[config.mk]
export PLATFORM = sky130hd
export DESIGN_NAME = uart_tx_cfg
export DESIGN_NICKNAME = d
export VERILOG_FILES = /design/src/rtl/uart_pkg.sv /design/src/rtl/uart_baud_gen.sv /design/src/rtl/uart_tx_cfg.sv
export SDC_FILE = /design/constraint.sdc
export NUM_CORES = 1
export LEC_CHECK = 0
export BUFFER_PORTS_ARGS = -buffer_cell sky130_fd_sc_hd__buf_2
export CAP_MARGIN = 20
export CORE_AREA = 3 3 80 82
export CTS_CLUSTER_DIAMETER = 60
export CTS_CLUSTER_SIZE = 25
export DETAILED_ROUTE_END_ITERATION = 7
export DIE_AREA = 0 0 83 85
export GPL_ROUTABILITY_DRIVEN = 1
export SYNTH_ARGS = -nofsm -noshare
export SYNTH_HDL_FRONTEND = slang
export SYNTH_SLANG_ARGS = --single-unit
[constraint.sdc]
create_clock -name sys_clk -period 2.45 [get_ports sys_clk]
set_input_delay 0.1225 -clock sys_clk [delete_from_list [all_inputs] [get_ports sys_clk]]
set_output_delay 0.1225 -clock sys_clk [all_outputs]
set_load 0.01 [all_outputs]
[src/rtl/uart_pkg.sv]
// uart_pkg: definitions shared by the UART transmitter and the matching receiver.
//   PAR_*              parity mode codes for the PARITY parameter
//   tx_state_t         transmitter FSM state encoding
//   calc_baud_cnt_max  clock cycles per line bit (integer division)
package uart_pkg;

  localparam int PAR_NONE = 0;
  localparam int PAR_ODD  = 1;
  localparam int PAR_EVEN = 2;

  typedef enum logic [2:0] {
    ST_IDLE,
    ST_START,
    ST_DATA,
    ST_PARITY,
    ST_STOP
  } tx_state_t;

  function automatic int calc_baud_cnt_max(input int clk_freq, input int bps);
    return clk_freq / bps;
  endfunction

endpackage

[src/rtl/uart_baud_gen.sv]
// uart_baud_gen: per-bit cycle counter for the UART.
//   sys_clk, sys_rst_n  clock and asynchronous active-low reset
//   en                  count while high; counter is cleared while low
//   bit_end             high on the last cycle of each bit (count BAUD_CNT_MAX-1)
module uart_baud_gen #(
  parameter int BAUD_CNT_MAX = 5208
) (
  input  logic sys_clk,
  input  logic sys_rst_n,
  input  logic en,
  output logic bit_end
);

  localparam int CW = (BAUD_CNT_MAX > 1) ? $clog2(BAUD_CNT_MAX) : 1;
  localparam logic [CW-1:0] CNT_LAST = CW'(BAUD_CNT_MAX - 1);

  logic [CW-1:0] r_cnt;

  always_ff @(posedge sys_clk or negedge sys_rst_n) begin
    if (!sys_rst_n) begin
      r_cnt <= '0;
    end else if (!en || r_cnt == CNT_LAST) begin
      r_cnt <= '0;
    end else begin
      r_cnt <= r_cnt + 1'b1;
    end
  end

  assign bit_end = en && (r_cnt == CNT_LAST);

endmodule

[src/rtl/uart_tx_cfg.sv]
// uart_tx_cfg: UART transmitter with elaboration-time frame format.
//   sys_clk, sys_rst_n  clock and asynchronous active-low reset
//   pi_data/pi_valid    character input, transferred when pi_valid && pi_ready
//   pi_ready            can accept (idle, or last cycle of the last stop bit)
//   tx                  registered serial line, idle high, LSB first
//   tx_busy             frame in progress
//   tx_done             one-cycle pulse on the last cycle of the last stop bit
module uart_tx_cfg
  import uart_pkg::*;
#(
  parameter int UART_BPS  = 9600,
  parameter int CLK_FREQ  = 50_000_000,
  parameter int DATA_BITS = 8,
  parameter int PARITY    = 0,
  parameter int STOP_BITS = 1
) (
  input  logic                 sys_clk,
  input  logic                 sys_rst_n,
  input  logic [DATA_BITS-1:0] pi_data,
  input  logic                 pi_valid,
  output logic                 pi_ready,
  output logic                 tx,
  output logic                 tx_busy,
  output logic                 tx_done
);

  localparam int BAUD_CNT_MAX = calc_baud_cnt_max(CLK_FREQ, UART_BPS);
  localparam logic [3:0] LAST_DATA = 4'(DATA_BITS - 1);
  localparam logic [3:0] LAST_STOP = 4'(STOP_BITS - 1);

  if (DATA_BITS < 5 || DATA_BITS > 8) begin : g_bad_data_bits
    $error("uart_tx_cfg: DATA_BITS must be 5..8");
  end
  if (PARITY != PAR_NONE && PARITY != PAR_ODD && PARITY != PAR_EVEN) begin : g_bad_parity
    $error("uart_tx_cfg: PARITY must be 0, 1 or 2");
  end
  if (STOP_BITS != 1 && STOP_BITS != 2) begin : g_bad_stop_bits
    $error("uart_tx_cfg: STOP_BITS must be 1 or 2");
  end
  if (BAUD_CNT_MAX < 2) begin : g_bad_baud
    $error("uart_tx_cfg: CLK_FREQ / UART_BPS must be at least 2");
  end

  tx_state_t            r_state;
  tx_state_t            w_state_nxt;
  logic [DATA_BITS-1:0] r_shift;
  logic [DATA_BITS-1:0] w_shift_nxt;
  logic [3:0]           r_bit_cnt;
  logic                 r_par;
  logic                 r_tx;
  logic                 w_tx_nxt;
  logic                 w_bit_end;
  logic                 w_last_stop;
  logic                 w_accept;
  logic                 w_par_bit;

  uart_baud_gen #(
    .BAUD_CNT_MAX(BAUD_CNT_MAX)
  ) u_baud (
    .sys_clk  (sys_clk),
    .sys_rst_n(sys_rst_n),
    .en       (r_state != ST_IDLE),
    .bit_end  (w_bit_end)
  );

  // Ready/done depend on registered state only, so no input-to-ready path exists.
  assign w_last_stop = (r_state == ST_STOP) && w_bit_end && (r_bit_cnt == LAST_STOP);
  assign pi_ready    = (r_state == ST_IDLE) || w_last_stop;
  assign tx_done     = w_last_stop;
  assign tx_busy     = (r_state != ST_IDLE);
  assign tx          = r_tx;
  assign w_accept    = pi_valid && pi_ready;
  assign w_par_bit   = (PARITY == PAR_ODD) ? ~r_par : r_par;

  always_comb begin
    w_state_nxt = r_state;
    case (r_state)
      ST_IDLE:   if (w_accept) w_state_nxt = ST_START;
      ST_START:  if (w_bit_end) w_state_nxt = ST_DATA;
      ST_DATA:   if (w_bit_end && r_bit_cnt == LAST_DATA)
                   w_state_nxt = (PARITY != PAR_NONE) ? ST_PARITY : ST_STOP;
      ST_PARITY: if (w_bit_end) w_state_nxt = ST_STOP;
      ST_STOP:   if (w_last_stop) w_state_nxt = w_accept ? ST_START : ST_IDLE;
      default:   w_state_nxt = ST_IDLE;
    endcase
  end

  always_comb begin
    w_shift_nxt = r_shift;
    if (w_accept) begin
      w_shift_nxt = pi_data;
    end else if (r_state == ST_DATA && w_bit_end) begin
      w_shift_nxt = r_shift >> 1;
    end
  end

  // tx is registered from the next state so the start bit appears one cycle
  // after the accept edge; in DATA the next LSB already reflects any shift.
  always_comb begin
    w_tx_nxt = 1'b1;
    case (w_state_nxt)
      ST_START:  w_tx_nxt = 1'b0;
      ST_DATA:   w_tx_nxt = w_shift_nxt[0];
      ST_PARITY: w_tx_nxt = w_par_bit;
      default:   w_tx_nxt = 1'b1;
    endcase
  end

  always_ff @(posedge sys_clk or negedge sys_rst_n) begin
    if (!sys_rst_n) begin
      r_state   <= ST_IDLE;
      r_shift   <= '0;
      r_bit_cnt <= '0;
      r_par     <= 1'b0;
      r_tx      <= 1'b1;
    end else begin
      r_state <= w_state_nxt;
      r_shift <= w_shift_nxt;
      r_tx    <= w_tx_nxt;
      if (w_accept) begin
        r_par <= ^pi_data;
      end
      // Bit index restarts on every state change, counts bit ends otherwise.
      if (w_state_nxt != r_state) begin
        r_bit_cnt <= '0;
      end else if (w_bit_end) begin
        r_bit_cnt <= r_bit_cnt + 1'b1;
      end
    end
  end

endmodule

Word level (Yosys, flattened, before mapping)
Index checks and enable logic that the tools add are counted.
- bits in registers: 30
- input bits: 11
- add/subtract/negate cells: 2
- eq/ne operators: 10
- mux-type cells: 13
- reduce and logical (&&, ||, !) cells: 15
- operators with widths (kind ; number):
    8-bit two-way mux ; 2
    3-bit two-way mux ; 5
    3-bit one-hot mux with 5 select lines ; 1
    13-bit by 1-bit adder with 13-bit output, second input constant ; 1
    13-bit == test, second input constant ; 1
    13-bit two-way mux ; 1
    3-bit by 2-bit == test with 1-bit output, second input constant ; 4
    4-bit two-way mux ; 2
    8-bit XOR reduction ; 1
    3-bit by 1-bit == test with 1-bit output, second input constant ; 2
    1-bit logical AND ; 6
    4-bit by 1-bit adder with 4-bit output, second input constant ; 1
    4-bit by 3-bit == test with 1-bit output, second input constant ; 1
    4-bit zero test ; 1
    2-bit nonzero test ; 2
    3-bit == test, second input constant ; 1
    3-bit zero test ; 1
    3-bit inequality test ; 1
    1-bit one-hot mux with 3 select lines ; 1
    3-bit nonzero test ; 1
    1-bit logical OR ; 2
    1-bit zero test ; 1
    1-bit two-way mux ; 1

Logic depth before layout (Yosys ltp)
- depth after elaboration: 11
- mapped depth: 8
- depth with buffers taken out: 7

Cells and area by module
A second synthesis with hierarchy kept.
- cell total of the unflattened synthesis: 159
- area, all modules: 1625.3 um^2
- by module, submodules not included (module ; instances ; cells an instance ; area each (um^2) ; seq. area each (um^2)):
    uart_tx_cfg ; 1 ; 91 ; 953.4 ; 426.7
    uart_baud_gen ; 1 ; 68 ; 671.9 ; 325.3

Worst setup path before layout
OpenSTA, ideal clock, no wires.
- kind: register to register
- from: register u_baud.r_cnt[0]
- to: register r_tx (netlist: tx)
- library setup time: 85 ps
- arrival: 1931 ps
- required time: 2365 ps
- setup slack: 434 ps
- cell stages (with the launch flop): 8
- buffers on the path: 1
- clock period less this slack: 2016 ps
- cells stage by stage: dfrtp_1 ha_1 or4bb_1 buf_2 nor4_4 mux2i_1 and2_0 mux2i_1
- cells in the longest elaborated chain, start to end: 11
- elaborated cells between the ends (all ways): 21
- those cells by class: eq/ne: 4; mux: 10; reduce/logical: 7
- ends and longest elaborated chain (item ; RTL line ; RTL):
    from (decl) ; uart_baud_gen.sv:17 ; logic [CW-1:0] r_cnt;
    from (signal assigned) ; uart_baud_gen.sv:25 ; r_cnt <= r_cnt + 1'b1;
    13-bit == test * ; uart_baud_gen.sv:29 ; assign bit_end = en && (r_cnt == CNT_LAST);
    1-bit logical AND * ; uart_baud_gen.sv:29 ;
    1-bit logical AND (2 in series) ; uart_tx_cfg.sv:67 ; assign w_last_stop = (r_state == ST_STOP) && w_bit_end && (r_bit_cnt == LAST_STOP);
    1-bit logical OR ; uart_tx_cfg.sv:68 ; assign pi_ready = (r_state == ST_IDLE) || w_last_stop;
    1-bit logical AND ; uart_tx_cfg.sv:72 ; assign w_accept = pi_valid && pi_ready;
    1-bit two-way mux ; uart_tx_cfg.sv:83 ; ST_STOP: if (w_last_stop) w_state_nxt = w_accept ? ST_START : ST_IDLE;
    3-bit two-way mux ; uart_tx_cfg.sv:83 ;
    3-bit one-hot mux with 5 select lines ; uart_tx_cfg.sv:77 ; case (r_state)
    3-bit by 2-bit == test with 1-bit output / 3-bit by 1-bit == test with 1-bit output (equally long branches) ; uart_tx_cfg.sv:101 ; case (w_state_nxt)
    1-bit one-hot mux with 3 select lines * ; uart_tx_cfg.sv:101 ;
    via w_tx_nxt ; uart_tx_cfg.sv:51 ; logic w_tx_nxt;
    to (signal assigned) ; uart_tx_cfg.sv:119 ; r_tx <= w_tx_nxt;
    to (decl) ; uart_tx_cfg.sv:50 ; logic r_tx;
Mark *: on every way through the listed nets, which the timed path passes. The rest lies on a longest branch. The select of a mux whose other input is x is not followed.
A chain may end at the register's enable or synchronous reset.

Worst setup path after layout
- from: register u_baud.r_cnt[9]
- to: output port pi_ready
- cells in the longest elaborated chain, start to end: 5
- ends and longest elaborated chain (item ; RTL line ; RTL):
    13-bit == test ; uart_baud_gen.sv:29 ;
    1-bit logical AND ; uart_baud_gen.sv:29 ;
    1-bit logical AND (2 in series) ; uart_tx_cfg.sv:67 ;
    1-bit logical OR ; uart_tx_cfg.sv:68 ;
    to (decl) ; uart_tx_cfg.sv:21 ; output logic pi_ready,
No other way between the ends.

==> report_table.html <==
<table>
<tr><th>Metric</th><th>Value</th></tr>
<tr><th colspan="2">Clock network</th></tr>
<tr><td>Post-CTS setup buffers</td><td>0</td></tr>
<tr><td>H-tree Lvls</td><td>2</td></tr>
<tr><td>Clk buf depth</td><td>2</td></tr>
<tr><td>Root buffer cell</td><td>sky130_fd_sc_hd__clkbuf_8</td></tr>
<tr><td>Skew-Pair Late Insertion Delay</td><td>0.28 ns</td></tr>
<tr><td>Number of sinks driven by the clock tree</td><td>30</td></tr>
<tr><td>TritonCTS clock tree</td><td>built</td></tr>
<tr><td>Worst-path clk slew</td><td>0.07 ns</td></tr>
<tr><td>Number of buffers inserted during clock tree synthesis</td><td>5</td></tr>
<tr><th colspan="2">Yosys</th></tr>
<tr><td>Count of flip-flops with a built-in enable after synthesis</td><td>0</td></tr>
<tr><td>Largest area contributor in the netlist</td><td>sky130_fd_sc_hd__dfrtp_1</td></tr>
<tr><td>Portion of the post-synthesis area used by sequential elements</td><td>46.1%</td></tr>
<tr><td>Top-area cell type share of the netlist area</td><td>44.4%</td></tr>
<tr><td>Register bit total from synthesis</td><td>30</td></tr>
<tr><td>Post-synthesis net count</td><td>175</td></tr>
<tr><td>Synth async-reset ratio</td><td>100%</td></tr>
<tr><td>Netlist area before placement</td><td>1630 um2</td></tr>
<tr><td>Cell count after synthesis</td><td>161</td></tr>
<tr><td>Average cell area after synthesis</td><td>10.1 um2</td></tr>
<tr><td>YS warnings</td><td>0</td></tr>
<tr><td>Synth Flop Type</td><td>sky130_fd_sc_hd__dfrtp_1</td></tr>
<tr><td>Top area cells in the synthesized netlist</td><td>sky130_fd_sc_hd__dfrtp_1 (44%), sky130_fd_sc_hd__xnor2_1 (6.4%), sky130_fd_sc_hd__xor2_1 (4.8%)</td></tr>
<tr><td>Yosys cell types</td><td>37</td></tr>
<tr><th colspan="2">Routing</th></tr>
<tr><td>Length of the first detailed-routing pass in iterations</td><td>4</td></tr>
<tr><td>Post-route DRC</td><td>0</td></tr>
<tr><td>Overall via count from detail_route</td><td>1184</td></tr>
<tr><td>Detail-routed via count per cell</td><td>4.61</td></tr>
<tr><td>Total detailed-routing wirelength</td><td>3070 um</td></tr>
<tr><td>Count of routing violations after the opening detailed-route iteration</td><td>76</td></tr>
<tr><td>Average wire per cell in the routed design</td><td>11.9 um</td></tr>
<tr><td>Number of routed nets with antenna violations</td><td>0</td></tr>
<tr><th colspan="2">Global route</th></tr>
<tr><td>Largest net degree at the start of global routing</td><td>31</td></tr>
<tr><td>First-pass GRT wire length</td><td>5260 um</td></tr>
<tr><td>Number of global-route vias before repair</td><td>1168</td></tr>
<tr><td>Antenna violations before repair</td><td>0</td></tr>
<tr><td>Gr usage total</td><td>9.16%</td></tr>
<tr><td>Overall overflow remaining after global route</td><td>0</td></tr>
<tr><th colspan="2">Timing</th></tr>
<tr><td>Post-route clock period utilization</td><td>95.5%</td></tr>
<tr><td>Shortest period the worst path allows</td><td>2.34 ns</td></tr>
<tr><td>Count of endpoints failing hold in the final timing report</td><td>0</td></tr>
<tr><td>Clock Skews</td><td>0.00756 ns</td></tr>
<tr><td>Setup repair after global routing missed its margin</td><td>no</td></tr>
<tr><td>Max Freq</td><td>428 MHz</td></tr>
<tr><td>Final number of setup-violating endpoints</td><td>0</td></tr>
<tr><td>Transition at the pin with the smallest max-transition slack</td><td>0.667 ns</td></tr>
<tr><td>Setup tns final</td><td>0 ns</td></tr>
<tr><td>Max-slew violations</td><td>0</td></tr>
<tr><td>Normalized max-slew margin</td><td>55.5%</td></tr>
<tr><th colspan="2">Worst hold path</th></tr>
<tr><td>Class of the tightest hold or removal check</td><td>primary input to flop</td></tr>
<tr><td>Cells on Worst Hold Path</td><td>3</td></tr>
<tr><th colspan="2">Placement</th></tr>
<tr><td>DP Cell Count</td><td>248</td></tr>
<tr><td>RD Place Congestion</td><td>0.730</td></tr>
<tr><td>Total half-perimeter wirelength after legalization and detailed placement</td><td>2160 um</td></tr>
<tr><td>Port bufs</td><td>14</td></tr>
<tr><th colspan="2">Floorplan</th></tr>
<tr><td>Initial standard-cell utilization of the core</td><td>28.1%</td></tr>
<tr><td>Width of the chip</td><td>83 um</td></tr>
<tr><td>Row count</td><td>28</td></tr>
<tr><td>Core region area</td><td>5820 um2</td></tr>
<tr><td>Count of boundary I/O pins</td><td>15</td></tr>
<tr><td>Vertical extent of the die</td><td>85 um</td></tr>
<tr><td>DIE AREA</td><td>7060 um2</td></tr>
<tr><th colspan="2">Setup path</th></tr>
<tr><td>Crit path cell chain</td><td>or4b_1, nor4_4, nor2_1, nor3_1, buf_2</td></tr>
<tr><td>Critical-path top delay cell</td><td>sky130_fd_sc_hd__or4b_1</td></tr>
<tr><td>Kind of critical path</td><td>flop to output pin</td></tr>
<tr><td>Endpoint arrival time on the critical path</td><td>2.22 ns</td></tr>
<tr><td>Delay of the slowest critical-path stage</td><td>0.71 ns</td></tr>
<tr><td>Setup crit end kind</td><td>output pin</td></tr>
<tr><td>Crit path max fanout</td><td>6</td></tr>
<tr><td>Crit path launch type</td><td>flop</td></tr>
<tr><td>Worst reg-to-reg path cell count</td><td>5</td></tr>
<tr><td>Data required time of the worst path</td><td>2.33 ns</td></tr>
<tr><th colspan="2">Power and ir drop</th></tr>
<tr><td>Largest voltage drop on the vdd net</td><td>210 uV</td></tr>
<tr><td>Power share of the sequential group</td><td>52.1%</td></tr>
<tr><td>Total net switching power</td><td>0.210 mW</td></tr>
<tr><td>Total internal power</td><td>0.741 mW</td></tr>
<tr><td>Combinational Power Share</td><td>4.5%</td></tr>
<tr><td>Switching Share</td><td>22.1%</td></tr>
<tr><td>Leakage power figure</td><td>0.928 nW</td></tr>
<tr><td>Share of total power in the clock network</td><td>43.5%</td></tr>
<tr><td>Power per cell area</td><td>501 nW/um2</td></tr>
<tr><th colspan="2">Status</th></tr>
<tr><td>Outcome</td><td>finished clean</td></tr>
<tr><th colspan="2">Final layout</th></tr>
<tr><td>Fill cell instance count of the final layout</td><td>617</td></tr>
<tr><td>Antenna diodes</td><td>0</td></tr>
<tr><td>Net count reported at finish</td><td>195</td></tr>
<tr><td>Fraction of layout instances using a drive strength above 1</td><td>18.7%</td></tr>
<tr><td>Post-layout instance count excluding filler cells</td><td>257</td></tr>
<tr><td>Core Util, Final</td><td>32.7%</td></tr>
<tr><td>Area grow syn2layout</td><td>16.3%</td></tr>
<tr><th colspan="2">Job</th></tr>
<tr><td>Max-capacitance violation count</td><td>0</td></tr>
</table>
## placed cells by master, fill, tap and decap left out, types with 3 or more instances in the layout
master / n
sky130_fd_sc_hd__nor2_1: 19
sky130_fd_sc_hd__a22o_1: 6
sky130_fd_sc_hd__nand2b_1: 3
sky130_fd_sc_hd__a21oi_1: 4
sky130_fd_sc_hd__a21o_1: 6
sky130_fd_sc_hd__xnor2_1: 12
sky130_fd_sc_hd__ha_1: 3
sky130_fd_sc_hd__xor2_1: 9
sky130_fd_sc_hd__dfrtp_1: 29
sky130_fd_sc_hd__inv_1: 6
sky130_fd_sc_hd__buf_2: 14
sky130_fd_sc_hd__mux2i_1: 3
sky130_fd_sc_hd__clkbuf_8: 6
sky130_fd_sc_hd__and3_1: 8
sky130_fd_sc_hd__nor3_1: 3
sky130_fd_sc_hd__buf_4: 4
sky130_fd_sc_hd__nand2_1: 11
sky130_fd_sc_hd__or3b_2: 3
sky130_fd_sc_hd__nand3_1: 8
## final timing paths
| check | from | to | slack [ns] |
|---|---|---|---|
| max | u_baud.r_cnt[9] | pi_ready | 0.11 |
| min | pi_data[0] | r_shift[0] | 0.09 |
| max reg2reg | u_baud.r_cnt[9] | r_shift[1] | 0.17 |
| min reg2reg | r_shift[1] | r_shift[1] | 0.48 |
| max in group asynchronous | sys_rst_n | u_baud.r_cnt[3] | 1.60 |
| min in group asynchronous | sys_rst_n | r_bit_cnt[3] | 0.41 |
## Yosys cell counts (all sizes together), types with 3 or more instances
cell type,count
nand2,11
nor2,19
and3,8
a21o,6
nor3,4
or3b,3
xnor2,12
a21oi,4
nand3,8
xor2,9
mux2i,3
dfrtp,29
nand2b,3
nor4,3
buf,4
a22o,6
ha,3
inv,6
## metal layers
layer / track usage (%) / vias to the layer above / part of all wire, %
met1: 12.1 / 571 / 51
met4: 3.12 / 0 / 1.1
li1: - / 599 / -
met3: 2.72 / 5 / 3.0
met2: 14.4 / 9 / 45
met5: 0 / - / 0
## power groups by stage
| stage | registers [mW] | logic, mW | clock network (mW) |
|---|---|---|---|
| floorplan | 0.505 | 0.0195 | 0 |
| global placement | 0.505 | 0.0432 | 0 |
| detailed placement | 0.505 | 0.0426 | 0 |
| CTS | 0.495 | 0.0440 | 0.421 |
| global route | 0.495 | 0.0479 | 0.445 |
| finish | 0.495 | 0.0425 | 0.413 |
## critical path, delay by kind of cell (launching register included)
kind	cells	cell delay, ns
buf+inv	1	0.16
flops	1	0.40
simple gates	4	1.38
## layout make-up
cell class / count / area, um2 / area share [%]
multi-input combinational: 119 / 830 / 43.7
sequential: 30 / 752 / 39.6
timing repair buffer: 19 / 110 / 5.80
tap: 75 / 93.8 / 4.94
clock buffer: 7 / 86.3 / 4.55
inverter: 6 / 22.5 / 1.19
clock inverter: 1 / 5.00 / 0.264
## registers in the layout, summed over array words and instances, names as in the netlist
signal        count
tx                1
r_bit_cnt         4
r_par             1
r_state           3
r_shift           8
u_baud.r_cnt     13
## cells by family (layout without fill, tap and decap cells)
| kind of cell | count (synthesis) | after routing | share of synthesized area [%] |
|---|---|---|---|
| simple gates | 68 | 68 | 24.2 |
| flops | 30 | 30 | 46.1 |
| compound gates | 24 | 24 | 11.0 |
| xor+xnor | 21 | 21 | 11.3 |
| buf+inv | 12 | 33 | 3.37 |
| fa+ha+maj | 3 | 3 | 2.30 |
| mux | 3 | 3 | 1.84 |
## per-stage QoR
| stage | total power [mW] | cell area (um2) | hold WS [ns] | setup WS [ns] |
|---|---|---|---|---|
| floorplan | 0.524 | 1630 | -0.173 | 0.434 |
| global placement | 0.548 | 1790 | 0.206 | 0.198 |
| detailed placement | 0.547 | 1790 | 0.200 | 0.126 |
| CTS | 0.960 | 1900 | 0.0921 | 0.0416 |
| global route | 0.988 | 1900 | 0.0971 | 0.00964 |
| finish | 0.951 | 1900 | 0.0935 | 0.111 |
## timing repair
item,in CTS,in global routing
gates resized for setup,0,1
endpoints found under the hold margin,29,0
hold buffers,1,0
endpoints found under the setup margin,0,7
Note: power is estimated with default switching activity, not from simulation.
